**src/rtl/uart_tx_arb_if.sv**
```systemverilog
// Requester-side byte handshake bundle for uart_tx_arb: one valid/ready pair
// per producer plus that producer's packed byte and baud code.
`timescale 1ns/1ps
interface uart_tx_arb_if #(
    parameter int N_REQ = 4
);
    logic [N_REQ-1:0]   req_valid;
    logic [8*N_REQ-1:0] req_data;
    logic [3*N_REQ-1:0] req_baud;
    logic [N_REQ-1:0]   req_ready;

    modport master (output req_valid, req_data, req_baud, input req_ready);
    modport slave  (input req_valid, req_data, req_baud, output req_ready);
endinterface

```
**src/rtl/uart_tx_arb.sv**
```systemverilog
// Round-robin scheduler sharing one uart_byte_tx among N_REQ byte producers,
// with a post-frame idle gap and a watchdog for a missing tx_done.
`timescale 1ns/1ps
module uart_tx_arb #(
    parameter int N_REQ   = 4,
    parameter int GAP_CYC = 16,
    parameter int TO_W    = 20
) (
    input  logic         clk,
    input  logic         rst_n,
    uart_tx_arb_if.slave req_if,
    output logic [7:0]   data_byte,
    output logic [2:0]   set_baud,
    output logic         en_send,
    input  logic         tx_done,
    input  logic         uart_state,
    output logic         busy,
    output logic [2:0]   grant_id,
    output logic         done_pulse,
    output logic         err_timeout
);
    localparam int PTR_W = (N_REQ > 1) ? $clog2(N_REQ) : 1;
    localparam int GAP_W = (GAP_CYC > 1) ? $clog2(GAP_CYC) : 1;
    localparam logic [TO_W-1:0]  WD_MAX   = '1;
    localparam logic [GAP_W-1:0] GAP_LAST = GAP_W'(GAP_CYC - 1);
    localparam logic [PTR_W-1:0] PTR_LAST = PTR_W'(N_REQ - 1);

    typedef enum logic [1:0] {IDLE, ISSUE, WAIT, GAP} state_e;

    state_e             state_q, state_d;
    logic [PTR_W-1:0]   ptr_q, ptr_d;
    logic [TO_W-1:0]    wd_q, wd_d;
    logic [GAP_W-1:0]   gap_q, gap_d;
    logic [N_REQ-1:0]   req_ready_q, req_ready_d;
    logic [7:0]         data_byte_q, data_byte_d;
    logic [2:0]         set_baud_q, set_baud_d;
    logic [2:0]         grant_id_q, grant_id_d;
    logic               en_send_q, en_send_d;
    logic               busy_q, busy_d;
    logic               done_q, done_d;
    logic               err_q, err_d;

    logic               found;
    logic [PTR_W-1:0]   cand;
    logic [PTR_W-1:0]   grant_idx;
    logic [7:0]         sel_data;
    logic [2:0]         sel_baud;
    int                 scan_idx;

    // First pending requester at or after ptr, wrapping around.
    always_comb begin
        found     = 1'b0;
        grant_idx = '0;
        sel_data  = 8'h00;
        sel_baud  = 3'd0;
        scan_idx  = 0;
        cand      = '0;
        for (int k = 0; k < N_REQ; k++) begin
            scan_idx = (int'(ptr_q) + k) % N_REQ;
            cand     = PTR_W'(scan_idx);
            if (!found && req_if.req_valid[cand]) begin
                found     = 1'b1;
                grant_idx = cand;
                sel_data  = req_if.req_data[cand*8 +: 8];
                sel_baud  = req_if.req_baud[cand*3 +: 3];
            end
        end
    end

    always_comb begin
        // NOTE: every signal driven here gets a default first, so no path can leave one unassigned and infer a latch.
        state_d     = state_q;
        ptr_d       = ptr_q;
        wd_d        = wd_q;
        gap_d       = gap_q;
        data_byte_d = data_byte_q;
        set_baud_d  = set_baud_q;
        grant_id_d  = grant_id_q;
        req_ready_d = '0;
        en_send_d   = 1'b0;
        done_d      = 1'b0;
        err_d       = 1'b0;

        case (state_q)
            IDLE: begin
                // A transmitter already busy on someone else's behalf blocks granting.
                if (found && !uart_state) begin
                    req_ready_d[grant_idx] = 1'b1;
                    data_byte_d = sel_data;
                    set_baud_d  = sel_baud;
                    grant_id_d  = 3'(grant_idx);
                    ptr_d       = (grant_idx == PTR_LAST) ? '0 : grant_idx + 1'b1;
                    state_d     = ISSUE;
                end
            end
            ISSUE: begin
                en_send_d = 1'b1;
                wd_d      = '0;
                state_d   = WAIT;
            end
            WAIT: begin
                if (tx_done) begin
                    done_d  = 1'b1;
                    gap_d   = '0;
                    state_d = GAP;
                end else begin
                    wd_d = wd_q + 1'b1;
                    if (wd_d == WD_MAX) begin
                        err_d   = 1'b1;
                        gap_d   = '0;
                        state_d = GAP;
                    end
                end
            end
            GAP: begin
                if (gap_q == GAP_LAST) state_d = IDLE;
                else                   gap_d   = gap_q + 1'b1;
            end
            default: state_d = IDLE;
        endcase

        busy_d = (state_d != IDLE);
    end

    always_ff @(posedge clk or negedge rst_n) begin
        if (!rst_n) begin
            state_q     <= IDLE;
            ptr_q       <= '0;
            wd_q        <= '0;
            gap_q       <= '0;
            req_ready_q <= '0;
            data_byte_q <= 8'h00;
            set_baud_q  <= 3'd0;
            grant_id_q  <= 3'd0;
            en_send_q   <= 1'b0;
            busy_q      <= 1'b0;
            done_q      <= 1'b0;
            err_q       <= 1'b0;
        end else begin
            // NOTE: non-blocking so every flop samples the pre-edge value of the others.
            state_q     <= state_d;
            ptr_q       <= ptr_d;
            wd_q        <= wd_d;
            gap_q       <= gap_d;
            req_ready_q <= req_ready_d;
            data_byte_q <= data_byte_d;
            set_baud_q  <= set_baud_d;
            grant_id_q  <= grant_id_d;
            en_send_q   <= en_send_d;
            busy_q      <= busy_d;
            done_q      <= done_d;
            err_q       <= err_d;
        end
    end

    assign req_if.req_ready = req_ready_q;
    assign data_byte        = data_byte_q;
    assign set_baud         = set_baud_q;
    assign grant_id         = grant_id_q;
    assign en_send          = en_send_q;
    assign busy             = busy_q;
    assign done_pulse       = done_q;
    assign err_timeout      = err_q;
endmodule

```
**src/flat_wrapper.sv**
```systemverilog
// flat-port wrapper written by rule: the top's interface ports become plain ports
module uart_tx_arb_flat 
#(
    parameter int N_REQ   = 4,
    parameter int GAP_CYC = 16,
    parameter int TO_W    = 20
)
  (clk, rst_n, data_byte, set_baud, en_send, tx_done, uart_state, busy, grant_id, done_pulse, err_timeout, req_if_req_valid, req_if_req_data, req_if_req_baud, req_if_req_ready);
  uart_tx_arb_if #(.N_REQ(N_REQ)) req_if_i ();
  input  logic clk;
  input  logic rst_n;
  output logic [7:0] data_byte;
  output logic [2:0] set_baud;
  output logic en_send;
  input  logic tx_done;
  input  logic uart_state;
  output logic busy;
  output logic [2:0] grant_id;
  output logic done_pulse;
  output logic err_timeout;
  input wire logic [$bits(req_if_i.req_valid)-1:0] req_if_req_valid;
  input wire logic [$bits(req_if_i.req_data)-1:0] req_if_req_data;
  input wire logic [$bits(req_if_i.req_baud)-1:0] req_if_req_baud;
  output wire logic [$bits(req_if_i.req_ready)-1:0] req_if_req_ready;
  assign req_if_i.req_valid = req_if_req_valid;
  assign req_if_i.req_data = req_if_req_data;
  assign req_if_i.req_baud = req_if_req_baud;
  assign req_if_req_ready = req_if_i.req_ready;
  uart_tx_arb #(.N_REQ(N_REQ), .GAP_CYC(GAP_CYC), .TO_W(TO_W)) u_core (.clk(clk), .rst_n(rst_n), .req_if(req_if_i), .data_byte(data_byte), .set_baud(set_baud), .en_send(en_send), .tx_done(tx_done), .uart_state(uart_state), .busy(busy), .grant_id(grant_id), .done_pulse(done_pulse), .err_timeout(err_timeout));
endmodule
```
**config.mk**
```make
export PLATFORM = sky130hd
export DESIGN_NAME = uart_tx_arb_flat
export DESIGN_NICKNAME = d
export VERILOG_FILES = /design/src/rtl/uart_tx_arb_if.sv /design/src/rtl/uart_tx_arb.sv /design/src/flat_wrapper.sv
export SDC_FILE = /design/constraint.sdc
export NUM_CORES = 1
export LEC_CHECK = 0
export ABC_AREA = 1
export BUFFER_PORTS_ARGS = -buffer_cell sky130_fd_sc_hd__buf_4
export CORE_MARGIN = 3
export CORE_UTILIZATION = 51
export DETAILED_ROUTE_END_ITERATION = 10
export HOLD_SLACK_MARGIN = 0.12
export PLACE_DENSITY = 0.85
export SETUP_SLACK_MARGIN = 0.5
export SLEW_MARGIN = 20
export SYNTH_ARGS = -nofsm -noshare
export SYNTH_HDL_FRONTEND = slang
export SYNTH_SLANG_ARGS = --single-unit
```
**constraint.sdc**
```tcl
create_clock -name clk -period 1.79 [get_ports clk]
set_input_delay 0.358 -clock clk [delete_from_list [all_inputs] [get_ports clk]]
set_output_delay 0.358 -clock clk [all_outputs]
set_load 0.005 [all_outputs]
```
**Word-level counts from Yosys, hierarchy flattened**

Cells that the tools add are included.

- Add/sub/neg operators: 6
- $mul: 4
- $lt $le $gt $ge: 6
- Eq/ne operators: 9
- Shifts and indexed selects: 8
- Multiplexer cells: 46
- Reductions and logical operators: 16

Operators with widths:

| cell | number |
|---|---|
| $shiftx 32x6->8 | 4 |
| $shiftx 12x5->3 | 4 |
| $pmux 20 s2 | 1 |
| $mux 8 | 4 |
| $add 20x1->20 const B | 1 |
| $eq 20x20->1 const B | 1 |
| $mux 20 | 1 |
| $mux 4 | 5 |
| $mux 2 | 9 |
| $mul 2x2->4 const B | 4 |
| $lt 2x3->1 const B | 5 |
| $mux 1 | 15 |
| $mux 3 | 4 |
| $bmux 1 s2 | 4 |
| $pmux 2 s4 | 1 |
| $pmux 4 s2 | 1 |
| $eq 2x2->1 const B | 3 |
| $reduce_bool 2->1 | 3 |
| $logic_and 1x1->1 | 5 |
| $add 2x1->2 const B | 2 |
| $add 2x2->2 const B | 2 |
| $add 4x1->4 const B | 1 |
| $eq 4x4->1 const B | 1 |
| $logic_not 1->1 | 4 |
| other kinds (8) | 10 |

- Register bits after elaboration: 49
- Bits of input ports: 52

**Depth between registers and ports, before layout**

Gate-level depths: netlist of the first run.

- Word-level depth: 18
- Gate-level depth with buffers: 15
- Mapped depth without buffers: 15

**Worst setup path after synthesis of the first run**

No wires, ideal clock.

- Kind: flip-flop to flip-flop
- From: register u_core.ptr_q[0]
- To: register u_core.ptr_q[1]
- Data arrival time: 1.855 ns
- Required time: 1.658 ns
- Setup slack: -0.197 ns
- Stages on the path, launching flop included: 14
- Path buffers: 1
- Path through: dfrtp_1 buf_6 xor2_4 nand2_1 o21ai_2 nor2_2 nand2_1 nand2_1 xor2_1 nor2_1 inv_1 ha_1 nand2_1 o21ai_1

- Longest elaborated chain between the ends: 14
- Elaborated cells on any way between the ends: 30

Ends and longest elaborated chain:

| item | RTL line | text |
|---|---|---|
| start, declared | uart_tx_arb.sv:31 | `logic [PTR_W-1:0] ptr_q, ptr_d;` |
| start signal, assigned | uart_tx_arb.sv:142 | `ptr_q <= ptr_d;` |
| parallel branches: the longest is 11 deep, another holds $add 2x1->2 | - |  |
| $mux 2 * | uart_tx_arb.sv:61 | `if (!found && req_if.req_valid[cand]) begin` |
| net u_core.grant_idx[0] | uart_tx_arb.sv:45 | `logic [PTR_W-1:0] grant_idx;` |
| $add 2x1->2 / $eq 2x2->1 (equally long branches) | uart_tx_arb.sv:92 | `ptr_d = (grant_idx == PTR_LAST) ? '0 : grant_idx + 1'b1;` |
| $mux 2 * | uart_tx_arb.sv:92 |  |

Mark *: on every way through the listed nets, which the timed path passes. The select of a mux whose other input is x is not followed.
A chain may end at the register's enable or synchronous reset.

**Final worst setup path of the first run**

- From: register u_core.wd_q[0]
- To: register u_core.gap_q[3]

- Longest elaborated chain between the ends: 4

Ends and longest elaborated chain:

| item | RTL line | text |
|---|---|---|
| start, declared | uart_tx_arb.sv:32 | `logic [TO_W-1:0] wd_q, wd_d;` |
| start signal, assigned | uart_tx_arb.sv:143 | `wd_q <= wd_d;` |
| $add 20x1->20 | uart_tx_arb.sv:107 | `wd_d = wd_q + 1'b1;` |
| $eq 20x20->1 | uart_tx_arb.sv:108 | `if (wd_d == WD_MAX) begin` |
| $ne 3x2->1 (no line) | - |  |
| $reduce_and 3->1 (no line) | - |  |
| end signal, assigned | uart_tx_arb.sv:144 | `gap_q <= gap_d;` |
| end, declared | uart_tx_arb.sv:33 | `logic [GAP_W-1:0] gap_q, gap_d;` |

No other way between the ends.

==> metrics.md, run 1 <==
| Metric | Value |
|---|---|
| Status | `finished, violations left` |
| Failing checks | `setup timing` |
| CTS tree | `built` |
| Routability Congestion | `0.8436` |
| Initial antenna violation count | `0` |
| Top FF cell, synth | `dfrtp_1` |
| Reg clk slew, reported paths | `0.10 ns` |
| Hold WC Path Type | `primary input to flip-flop` |
| Synthesized flop and latch total | `49` |
| P per Cell Area | `1623 nW/µm²` |
| Post-placement cell area | `4850 µm²` |
| Share of layout cells above drive strength 1 | `0.3586` |
| TritonRoute pass-1 iters | `6` |
| Area leader, netlist | `dfrtp_1` |
| CTS H-tree lvls | `2` |
| Vias in the first global route | `4,493` |
| Crit end category | `flip-flop` |
| Worst setup SP type | `flip-flop` |
| Crit. Startpoint | `u_core.wd_q[0]` |
| Mapped Nets | `716` |
| HPWL after DPL | `8032 µm` |
| Via density | `5.778` |
| Worst Hold Path EP | `u_core.done_pulse` |
| Row count | `31` |
| Critical path class | `flip-flop to flip-flop` |
| Die height | `94.19 µm` |
| Mapped Cells | `657` |
| Setup TNS | `-9.997 ns` |
| Max_cap viols | `0` |
| Drt initial violations | `477` |
| Die width | `94.19 µm` |
| Layout fillers | `457` |
| Ranking of synthesized cells by area | `dfrtp_1, nand2_1, o21ai_0` |
| Die Area | `8871 µm²` |
| GR Overflow Total | `0` |
| Commonest non-fill, non-tap cells in the layout | `nand2_1, buf_4, inv_1` |
| Final slew viol count | `0` |
| Setup ws final | `-0.5131 ns` |
| Global-route wire length before repair | `20,000 µm` |
| Cts bufs inserted | `5` |
| Initial Utilization | `0.5354` |
| Post-synthesis sequential area ratio | `0.3091` |
| Clk_skew | `0.008465 ns` |
| DRC Markers | `0` |
| Commonest non-fill, non-tap cell in the layout | `nand2_1` |
| I/O pin count | `74` |
| Detail Route Antenna Nets | `0` |
| CTS max path bufs | `2` |
| Final hold violation count | `0` |
| Hold depth | `3` |
| HP Start | `tx_done` |
| Final #Nets | `850` |
| Final period utilization | `1.287` |
| Worst vdd ir | `1.067 mV` |
| Final Cell Area | `5914 µm²` |
| Largest net degree at the start of global routing | `89` |
| Vias | `5,148` |
| Yosys cell types | `30` |
| RSZ-0062 raised after global routing | `yes` |
| Max FO, Critical Path | `6` |
| Required time of the critical path | `2.01 ns` |
| Fin crit period | `2.303 ns` |
| Reg2reg end | `u_core.gap_q[3]` |
| Fmax | `434.2 MHz` |
| CP arrival | `2.52 ns` |
| EDFF count, synth | `0` |
| Post-Synthesis Cell Area | `3966 µm²` |
| Reg2reg start | `u_core.wd_q[0]` |
| Leakage power | `0.002850 µW` |
| Area delta synth->final | `49.12%` |
| Share of Yosys cell area claimed by the top area cell type | `0.3091` |
| Root Buffer | `clkbuf_8` |
| Drt total wl | `15,410 µm` |
| Skew-Pair Late Insertion Delay | `0.32 ns` |
| GRT Overall Usage | `0.2733` |
| Worst r2r path cells | `14` |
| Sink Count | `49` |
| Slew HR | `0.5708` |
| # diodes | `0` |
| Number of synthesis warnings | `0` |
| Core Area | `7408 µm²` |
| Async SR Flop Fraction | `1.000` |
| Worst reg2reg setup slack | `-0.51 ns` |
| Wirelength per Cell | `17.29 µm` |
| Worst-margin pin slew | `0.6438 ns` |
| PortBufs | `72` |
| Synthesized area per cell | `6.037 µm²` |
| Final setup violation count | `27` |
what timing repair did:
action,in CTS,in global routing
endpoints found under the setup margin,45,47
gates cloned,2,8
hold buffers,1,0
pin swaps,20,27
resized for setup,86,105
buffers inserted,16,15
endpoints found under the hold margin,49,0
cell type report:
cell class,instances,area (µm²),area share
inverters,81,324.1,0.05479
flip-flops and latches,49,1230,0.2080
repair buffers,149,1291,0.2183
well taps,99,123.9,0.02094
clock inverters,2,13.76,0.002327
clock buffers,6,72.57,0.01227
repair inverters,2,12.51,0.002116
multi-input cells,503,2846,0.4813
Yosys cell counts, types with 2 or more instances:
master,count
clkbuf_1,14
buf_4,3
dfrtp_1,49
mux2i_1,7
o21ai_2,2
ha_1,7
xor2_1,3
o21ai_0,102
nor2_2,3
o22ai_1,3
buf_6,4
inv_1,77
buf_2,5
a21oi_1,11
inv_2,4
nand2_1,233
o21ai_1,13
nor2_1,71
nand4_1,4
nand3_1,32
power by group:
| group | switching, µW | internal, µW | total (µW) |
|---|---|---|---|
| Clock | 416 | 280 | 696 |
| Combinational | 4230 | 2940 | 7160 |
| Sequential | 355 | 1390 | 1740 |
| Total | 5000 | 4600 | 9600 |
worst max-delay path, cell delays in order, from the launching register on:
cell and delay (ns):
dfrtp_2 0.48, buf_4 0.17, inv_1 0.13, ha_1 0.29, inv_1 0.09, nor2_1 0.14, nand3_1 0.12, nor2_1 0.13
nand2_1 0.07, nor2_1 0.13, nand3_2 0.11, nand2_2 0.12, nand2_4 0.10, nand2_1 0.08, nand2_1 0.05
sequential cells by signal (all words and copies together), names as in the netlist, 2 cells and up:
| signal | count |
|---|---|
| u_core.wd_q | 20 |
| u_core.ptr_q | 2 |
| u_core.set_baud | 3 |
| u_core.req_if.req_ready | 4 |
| u_core.gap_q | 4 |
| u_core.grant_id | 2 |
| u_core.data_byte | 8 |
| u_core.state_q | 2 |
stage by stage:
stage | hold slack (ns) | worst slack (ns) | power (µW) | util | instances
after floorplan | 0.06241 | -0.1831 | 5066 | - | 657
after global placement | 0.4115 | -0.1796 | 6369 | 0.6546 | 841
after detailed placement | 0.4207 | -0.2669 | 6631 | 0.6546 | 841
after CTS | 0.2835 | -0.2315 | 8027 | 0.7234 | 868
after global routing | 0.2920 | -0.6128 | 10250 | 0.7983 | 891
final | 0.2919 | -0.5131 | 9602 | 0.7983 | 891
per-layer routing:
layer  vias to the layer above  track usage  share of wire
met3                       117      0.03045          0.086
li1                       2336            -              -
met5                         -            0              0
met1                      2308       0.3246           0.36
met4                         0      0.09386          0.074
met2                       387       0.5053           0.48
kinds of logic after synthesis:
| logic type | Yosys count | share of synthesized area |
|---|---|---|
| other | 1 | 0.0009455 |
| buffers and inverters | 108 | 0.1142 |
| adder cells (fa/ha/maj) | 7 | 0.02208 |
| AO/OA/AOI/OAI | 131 | 0.1681 |
| flip-flops | 49 | 0.3091 |
| AND/OR/NAND/NOR | 349 | 0.3521 |
| XOR/XNOR | 5 | 0.01578 |
| multiplexers | 7 | 0.01767 |
worst max-delay path by stage:
stage	slack, ns	cells past startpoint	end
2_1_floorplan	-0.18	13	u_core.ptr_q[1]
3_3_place_gp	-0.18	11	u_core.ptr_q[1]
3_5_place_dp	-0.27	13	u_core.ptr_q[1]
4_1_cts	-0.23	14	u_core.ptr_q[1]
5_1_grt	-0.61	14	u_core.gap_q[3]
6_report	-0.51	14	u_core.gap_q[3]
Power figures use the tool's default switching activity.
==> run 2, diff against run 1 <==
--- a/config.mk
+++ b/config.mk
@@ -11,6 +11,7 @@
 export CORE_UTILIZATION = 51
 export DETAILED_ROUTE_END_ITERATION = 10
 export HOLD_SLACK_MARGIN = 0.12
+export MAX_ROUTING_LAYER = met4
 export PLACE_DENSITY = 0.85
 export SETUP_SLACK_MARGIN = 0.5
 export SLEW_MARGIN = 20
==> metrics.md, run 2 (same netlist as run 1, synthesis figures left out) <==
| Metric | Value |
|---|---|
| Die height | `94.19 µm (unchanged)` |
| Setup ws final | `-0.4762 ns (+0.03690 ns)` |
| Max FO, Critical Path | `6 (unchanged)` |
| Cts bufs inserted | `5 (unchanged)` |
| Failing checks | `setup timing` |
| CTS tree | `built` |
| Worst reg2reg setup slack | `-0.48 ns (+0.04 ns)` |
| Wirelength per Cell | `16.81 µm (-2.8%)` |
| Final hold violation count | `0 (unchanged)` |
| Initial Utilization | `0.5354 (unchanged)` |
| Fmax | `441.3 MHz (+1.6%)` |
| Hold WC Path Type | `primary input to flip-flop` |
| Register Area | `1229 µm² (-0.10%)` |
| Vias in the first global route | `4,441 (-1.2%)` |
| DRC Markers | `0 (unchanged)` |
| Largest register FFs | `20 (unchanged)` |
| Final slew viol count | `0 (unchanged)` |
| Largest net degree at the start of global routing | `89 (unchanged)` |
| Fin util | `0.7977 (about the same)` |
| GR Overflow Total | `0 (unchanged)` |
| Final period utilization | `1.266 (-0.02061)` |
| Global-route wire length before repair | `19,020 µm (-4.9%)` |
| Most flops, register | `u_core.wd_q` |
| Crit end category | `flip-flop` |
| Status | `finished, violations left` |
| Drt total wl | `14,970 µm (-2.8%)` |
| Clk_skew | `0.01516 ns (+0.006692 ns)` |
| Detail Route Antenna Nets | `0 (unchanged)` |
| Root Buffer | `clkbuf_8` |
| I/O pin count | `74 (unchanged)` |
| Crit-path most repeated cell | `nand2_2` |
| Required time of the critical path | `2.04 ns (+0.03 ns)` |
| Sink Count | `49 (unchanged)` |
| Slowest stage delay, CP | `0.50 ns (+0.02 ns)` |
| Via density | `5.680 (-1.7%)` |
| Vias | `5,061 (-1.7%)` |
| Core Area | `7408 µm² (unchanged)` |
| CTS H-tree lvls | `2 (unchanged)` |
| RSZ-0062 raised after global routing | `yes` |
| Drt initial violations | `390 (-18%)` |
| Worst path slowest cell | `dfrtp_2` |
| Skew-Pair Late Insertion Delay | `0.33 ns (about the same)` |
| Worst-margin pin slew | `0.6504 ns (+0.006582 ns)` |
| Multi-input logic area | `2846 µm² (unchanged)` |
| TritonRoute pass-1 iters | `5 (-1)` |
| CTS max path bufs | `2 (unchanged)` |
| Max_cap viols | `0 (unchanged)` |
| Reg clk slew, reported paths | `0.11 ns (about the same)` |
| Critical Path, Cell by Cell | `buf_6, nand2_4, nand2_2, nand2_2, o21ai_4, nor2_4, nand2_2, o21ai_1, o21ai_2, inv_2, buf_4, ha_1, inv_1, nor2_1` |
| Worst vdd ir | `0.9993 mV (-6.4%)` |
| Commonest non-fill, non-tap cells in the layout | `nand2_1, buf_4, inv_1` |
| Die width | `94.19 µm (unchanged)` |
| Row count | `31 (unchanged)` |
| # diodes | `0 (unchanged)` |
| Final #Nets | `850 (unchanged)` |
| Routability Congestion | `0.8684 (+2.9%)` |
| Fin crit period | `2.266 ns (-0.03690 ns)` |
| Layout fillers | `458 (+0.22%)` |
| CP arrival | `2.52 ns (about the same)` |
| Initial antenna violation count | `0 (unchanged)` |
| Die Area | `8871 µm² (unchanged)` |
| Share of layout cells above drive strength 1 | `0.3662 (+0.007576)` |
| P per Cell Area | `1614 nW/µm² (-0.59%)` |
| Slew HR | `0.5664 (-0.004387)` |
| GRT Overall Usage | `0.2697 (-0.003690)` |
| PortBufs | `72 (unchanged)` |
| Leakage power | `0.002812 µW (-1.3%)` |
| Critical path class | `flip-flop to flip-flop` |
| Final setup violation count | `27 (unchanged)` |
| Setup WS pre-CTS | `-0.2855 ns (-0.01856 ns)` |
| Commonest non-fill, non-tap cell in the layout | `nand2_1` |
| Worst setup SP type | `flip-flop` |
| Area delta synth->final | `48.99% (about the same)` |
| HPWL after DPL | `7823 µm (-2.6%)` |
==> run 2: layout make-up <==
class / instances / area share
Sequential cell: 49 / 0.2079
Clock inverter: 3 / 0.007411
Timing Repair Buffer: 149 / 0.2128
Clock buffer: 5 / 0.01165
Tap cell: 99 / 0.02096
Inverter: 81 / 0.05526
Timing Repair inverter: 2 / 0.002329
Multi-Input combinational cell: 503 / 0.4817
==> run 2: path summary, 6_finish.rpt <==
kind,endpoint,cells after the start,from
max,u_core.req_if.req_ready[1],14,u_core.ptr_q[0]
min in group asynchronous,u_core.wd_q[13],2,rst_n
min,u_core.done_pulse,3,tx_done
max in group asynchronous,u_core.ptr_q[1],2,rst_n
min reg2reg,u_core.data_byte[2],2,u_core.data_byte[2]
max reg2reg,u_core.req_if.req_ready[1],14,u_core.ptr_q[0]
==> run 2: stage by stage <==
step                cell area (µm²)  TNS [ns]  cells  power, µW  hold WS, ns
floorplan                      4026   -0.3355    657       5066      0.06241
global placement               4842    -2.749    840       6344       0.4142
CTS                            5251    -4.646    869       7821       0.3057
finish                         5909    -9.520    891       9537       0.3209
global route                   5909    -11.18    891      10170       0.3172
detailed placement             4842    -4.855    840       6601       0.4186
==> run 2: critical path: cells and delay by family, from the launching register on <==
family,cells,cell delay [ns]
adders and majority gates,1,0.14
and+or+nand+nor,6,0.65
buffers and inverters,4,0.43
DFF,1,0.50
AOI/OAI and AO/OA,3,0.48
==> run 2: what timing repair did <==
item                                   CTS  global route
gates resized for setup                 46           154
pin swaps                               26            51
setup endpoints to repair               46            47
endpoints found under the hold margin   49             0
gates cloned                             1             7
hold buffers                             1             0
buffers inserted                        19            15
==> run 2: per-layer routing <==
metal | wire length, µm | track usage | up-vias | share of wire
li1 | - | - | 2342 | -
met1 | 5464 | 0.3112 | 2289 | 0.36
met2 | 7323 | 0.4598 | 315 | 0.49
met3 | 1113 | 0.03766 | 115 | 0.074
met4 | 1071 | 0.1312 | 0 | 0.072
met5 | 0 | - | - | 0
==> run 2: power by group <==
group          switching, µW  total (µW)  internal (µW)
clock                    431         851            420
combinational           4160        6970           2810
sequential               329        1720           1390
==> run 3, diff against run 2 <==
--- a/config.mk
+++ b/config.mk
@@ -7,7 +7,7 @@
 export LEC_CHECK = 0
 export ABC_AREA = 1
 export BUFFER_PORTS_ARGS = -buffer_cell sky130_fd_sc_hd__buf_4
-export CORE_MARGIN = 3
+export CORE_MARGIN = 4
 export CORE_UTILIZATION = 51
 export DETAILED_ROUTE_END_ITERATION = 10
 export HOLD_SLACK_MARGIN = 0.12
==> constraint.sdc (replaced) <==
create_clock -name clk -period 1.79 [get_ports clk]
set_input_delay 0.179 -clock clk [delete_from_list [all_inputs] [get_ports clk]]
set_output_delay 0.179 -clock clk [all_outputs]
set_load 0.005 [all_outputs]
==> metrics.md, run 3 (same netlist as run 1, synthesis figures left out) <==
| Metric | Value |
|---|---|
| Core Area | `7408 µm² (unchanged)` |
| Max_cap viols | `0 (unchanged)` |
| Max FO, Critical Path | `5 (-1)` |
| # diodes | `0 (unchanged)` |
| Final period utilization | `1.417 (+0.1506)` |
| Slew HR | `0.5616 (-0.004798)` |
| P per Cell Area | `1668 nW/µm² (+3.4%)` |
| TritonRoute pass-1 iters | `6 (+1)` |
| Reg clk slew, reported paths | `0.10 ns (about the same)` |
| Worst-margin pin slew | `0.6576 ns (+0.007196 ns)` |
| HPWL after DPL | `8148 µm (+4.2%)` |
| Worst vdd ir | `0.9808 mV (-1.8%)` |
| CTS H-tree lvls | `2 (unchanged)` |
| Global-route wire length before repair | `20,700 µm (+8.8%)` |
| Die Area | `9252 µm² (+4.3%)` |
| Required time of the critical path | `1.99 ns (-0.05 ns)` |
| Worst r2r path cells | `15 (+1)` |
| Vias in the first global route | `4,615 (+3.9%)` |
| Setup TNS | `-11.92 ns (-2.397 ns)` |
| Routability Congestion | `0.9390 (+8.1%)` |
| Sink Count | `49 (unchanged)` |
| HP Start | `req_if_req_data[2]` |
| GRT Overall Usage | `0.2890 (+0.01935)` |
| Worst Hold Path EP | `u_core.data_byte[2]` |
| Reg2reg end | `u_core.req_if.req_ready[1]` |
| Via density | `5.918 (+4.2%)` |
| DRC Markers | `0 (unchanged)` |
| Root Buffer | `clkbuf_8` |
| Commonest non-fill, non-tap cells in the layout | `nand2_1, buf_4, o21ai_0` |
| Commonest non-fill, non-tap cell in the layout | `nand2_1` |
| I/O pin count | `74 (unchanged)` |
| Wirelength per Cell | `18.84 µm (+12%)` |
| Final #Nets | `860 (+1.2%)` |
| Largest register FFs | `20 (unchanged)` |
| Fmax | `394.4 MHz (-11%)` |
| Fin crit period | `2.536 ns (+0.2695 ns)` |
| Reg2reg start | `u_core.ptr_q[0]` |
| Final slew viol count | `0 (unchanged)` |
| Worst setup SP type | `flip-flop` |
| Cts bufs inserted | `5 (unchanged)` |
| Drt total wl | `16,980 µm (+13%)` |
| RSZ-0062 raised after global routing | `yes` |
| Vias | `5,332 (+5.4%)` |
| Final hold violation count | `0 (unchanged)` |
| Worst reg2reg setup slack | `-0.75 ns (-0.27 ns)` |
| Share of layout cells above drive strength 1 | `0.3878 (+0.02162)` |
| Most flops, register | `u_core.wd_q` |
| PortBufs | `72 (unchanged)` |
| Die height | `96.19 µm (+2.1%)` |
| Clk_skew | `0.008216 ns (-0.006941 ns)` |
| Critical path class | `flip-flop to flip-flop` |
| Largest net degree at the start of global routing | `62 (-30%)` |
| Drt initial violations | `523 (+34%)` |
| Setup ws final | `-0.7458 ns (-0.2695 ns)` |
| Skew-Pair Late Insertion Delay | `0.32 ns (about the same)` |
| Initial antenna violation count | `0 (unchanged)` |
| Crit end category | `flip-flop` |
| Post-placement cell area | `4900 µm² (+1.2%)` |
| CP arrival | `2.74 ns (+0.22 ns)` |
| Hold WC Path Type | `primary input to flip-flop` |
| Detail Route Antenna Nets | `0 (unchanged)` |
| Failing checks | `setup timing` |
| Power, Total | `10,130 µW (+6.3%)` |
| Row count | `31 (unchanged)` |
| Area delta synth->final | `53.15%` |
| Final setup violation count | `27 (unchanged)` |
| CTS tree | `built` |
| Final Cell Area | `6075 µm² (+2.8%)` |
| Die width | `96.19 µm (+2.1%)` |
| CTS max path bufs | `2 (unchanged)` |
| Initial Utilization | `0.5354 (unchanged)` |
| GR Overflow Total | `0 (unchanged)` |
| Leakage power | `0.002875 µW (+2.2%)` |
| Status | `finished, violations left` |
| Hold depth | `7 (+4)` |
## run 3: cell count changes in the layout (fill, tap and decap cells not counted), moves of 4 or more
cell and delta:
o21ai_1 -12, nand2_1 -5, o21ai_2 -4, o21ai_0 +15, buf_6 +6, nand2_2 +4
## run 3: area by class of cell
type,instances,area (µm²)
Clock buffer,5,68.82
Clock inverter,3,17.52
Fill cell,416,1334
Inverter,81,331.6
Multi-Input combinational cell,502,2885
Sequential cell,49,1230
Tap cell,99,123.9
Timing Repair Buffer,161,1413
Timing Repair inverter,1,5.005
## run 3: routing by layer
layer / global-route usage / vias up / routed length, µm
met5: - / - / 0
met4: 0.1374 / 0 / 1880
met3: 0.03675 / 195 / 1786
met2: 0.5152 / 433 / 7845
met1: 0.3168 / 2348 / 5463
li1: - / 2356 / -
## run 3: critical path: stages (launching register included)
cell and delay (ns):
dfrtp_2 0.46, buf_4 0.17, inv_2 0.08, nand2_1 0.10
nand2_2 0.11, nand2_1 0.10, nand2_1 0.15, inv_2 0.07
nand2_2 0.08, nand2_2 0.07, xor2_2 0.19, nor2_2 0.20
buf_6 0.14, ha_2 0.17, inv_1 0.06, nor2_1 0.27
## run 3: repair_timing
item | in CTS | in global routing
pin swaps | 21 | 54
endpoints found under the hold margin | 50 | 0
setup buffers | 24 | 14
gates resized for setup | 73 | 131
hold buffers | 2 | 0
gates cloned | 2 | 5
endpoints found under the setup margin | 46 | 47
## run 3: where the power goes
part	switching, µW	internal (µW)
Clock	434	272
Sequential	311	1390
Combinational	4550	3180
## run 3: stage by stage
step	std cells	util	hold slack (ns)	setup slack, ns
2_1_floorplan	657	-	-0.1166	-0.1831
3_3_place_gp	846	0.6614	0.2310	-0.1989
3_5_place_dp	846	0.6614	0.2368	-0.3500
4_1_cts	882	0.7374	0.3983	-0.2443
5_1_grt	901	0.8200	0.4257	-0.8471
6_report	901	0.8200	0.3989	-0.7458
## run 3: how the worst max path moves through the flow
stage | startpoint | to | slack, ns | cells after the start
2_1_floorplan | u_core.ptr_q[1] | u_core.ptr_q[1] | -0.18 | 13
4_1_cts | u_core.ptr_q[0] | u_core.ptr_q[0] | -0.24 | 13
3_3_place_gp | u_core.ptr_q[1] | u_core.ptr_q[0] | -0.20 | 12
5_1_grt | u_core.ptr_q[0] | u_core.req_if.req_ready[1] | -0.85 | 15
3_5_place_dp | u_core.ptr_q[0] | u_core.ptr_q[0] | -0.35 | 12
6_report | u_core.ptr_q[0] | u_core.req_if.req_ready[1] | -0.75 | 15
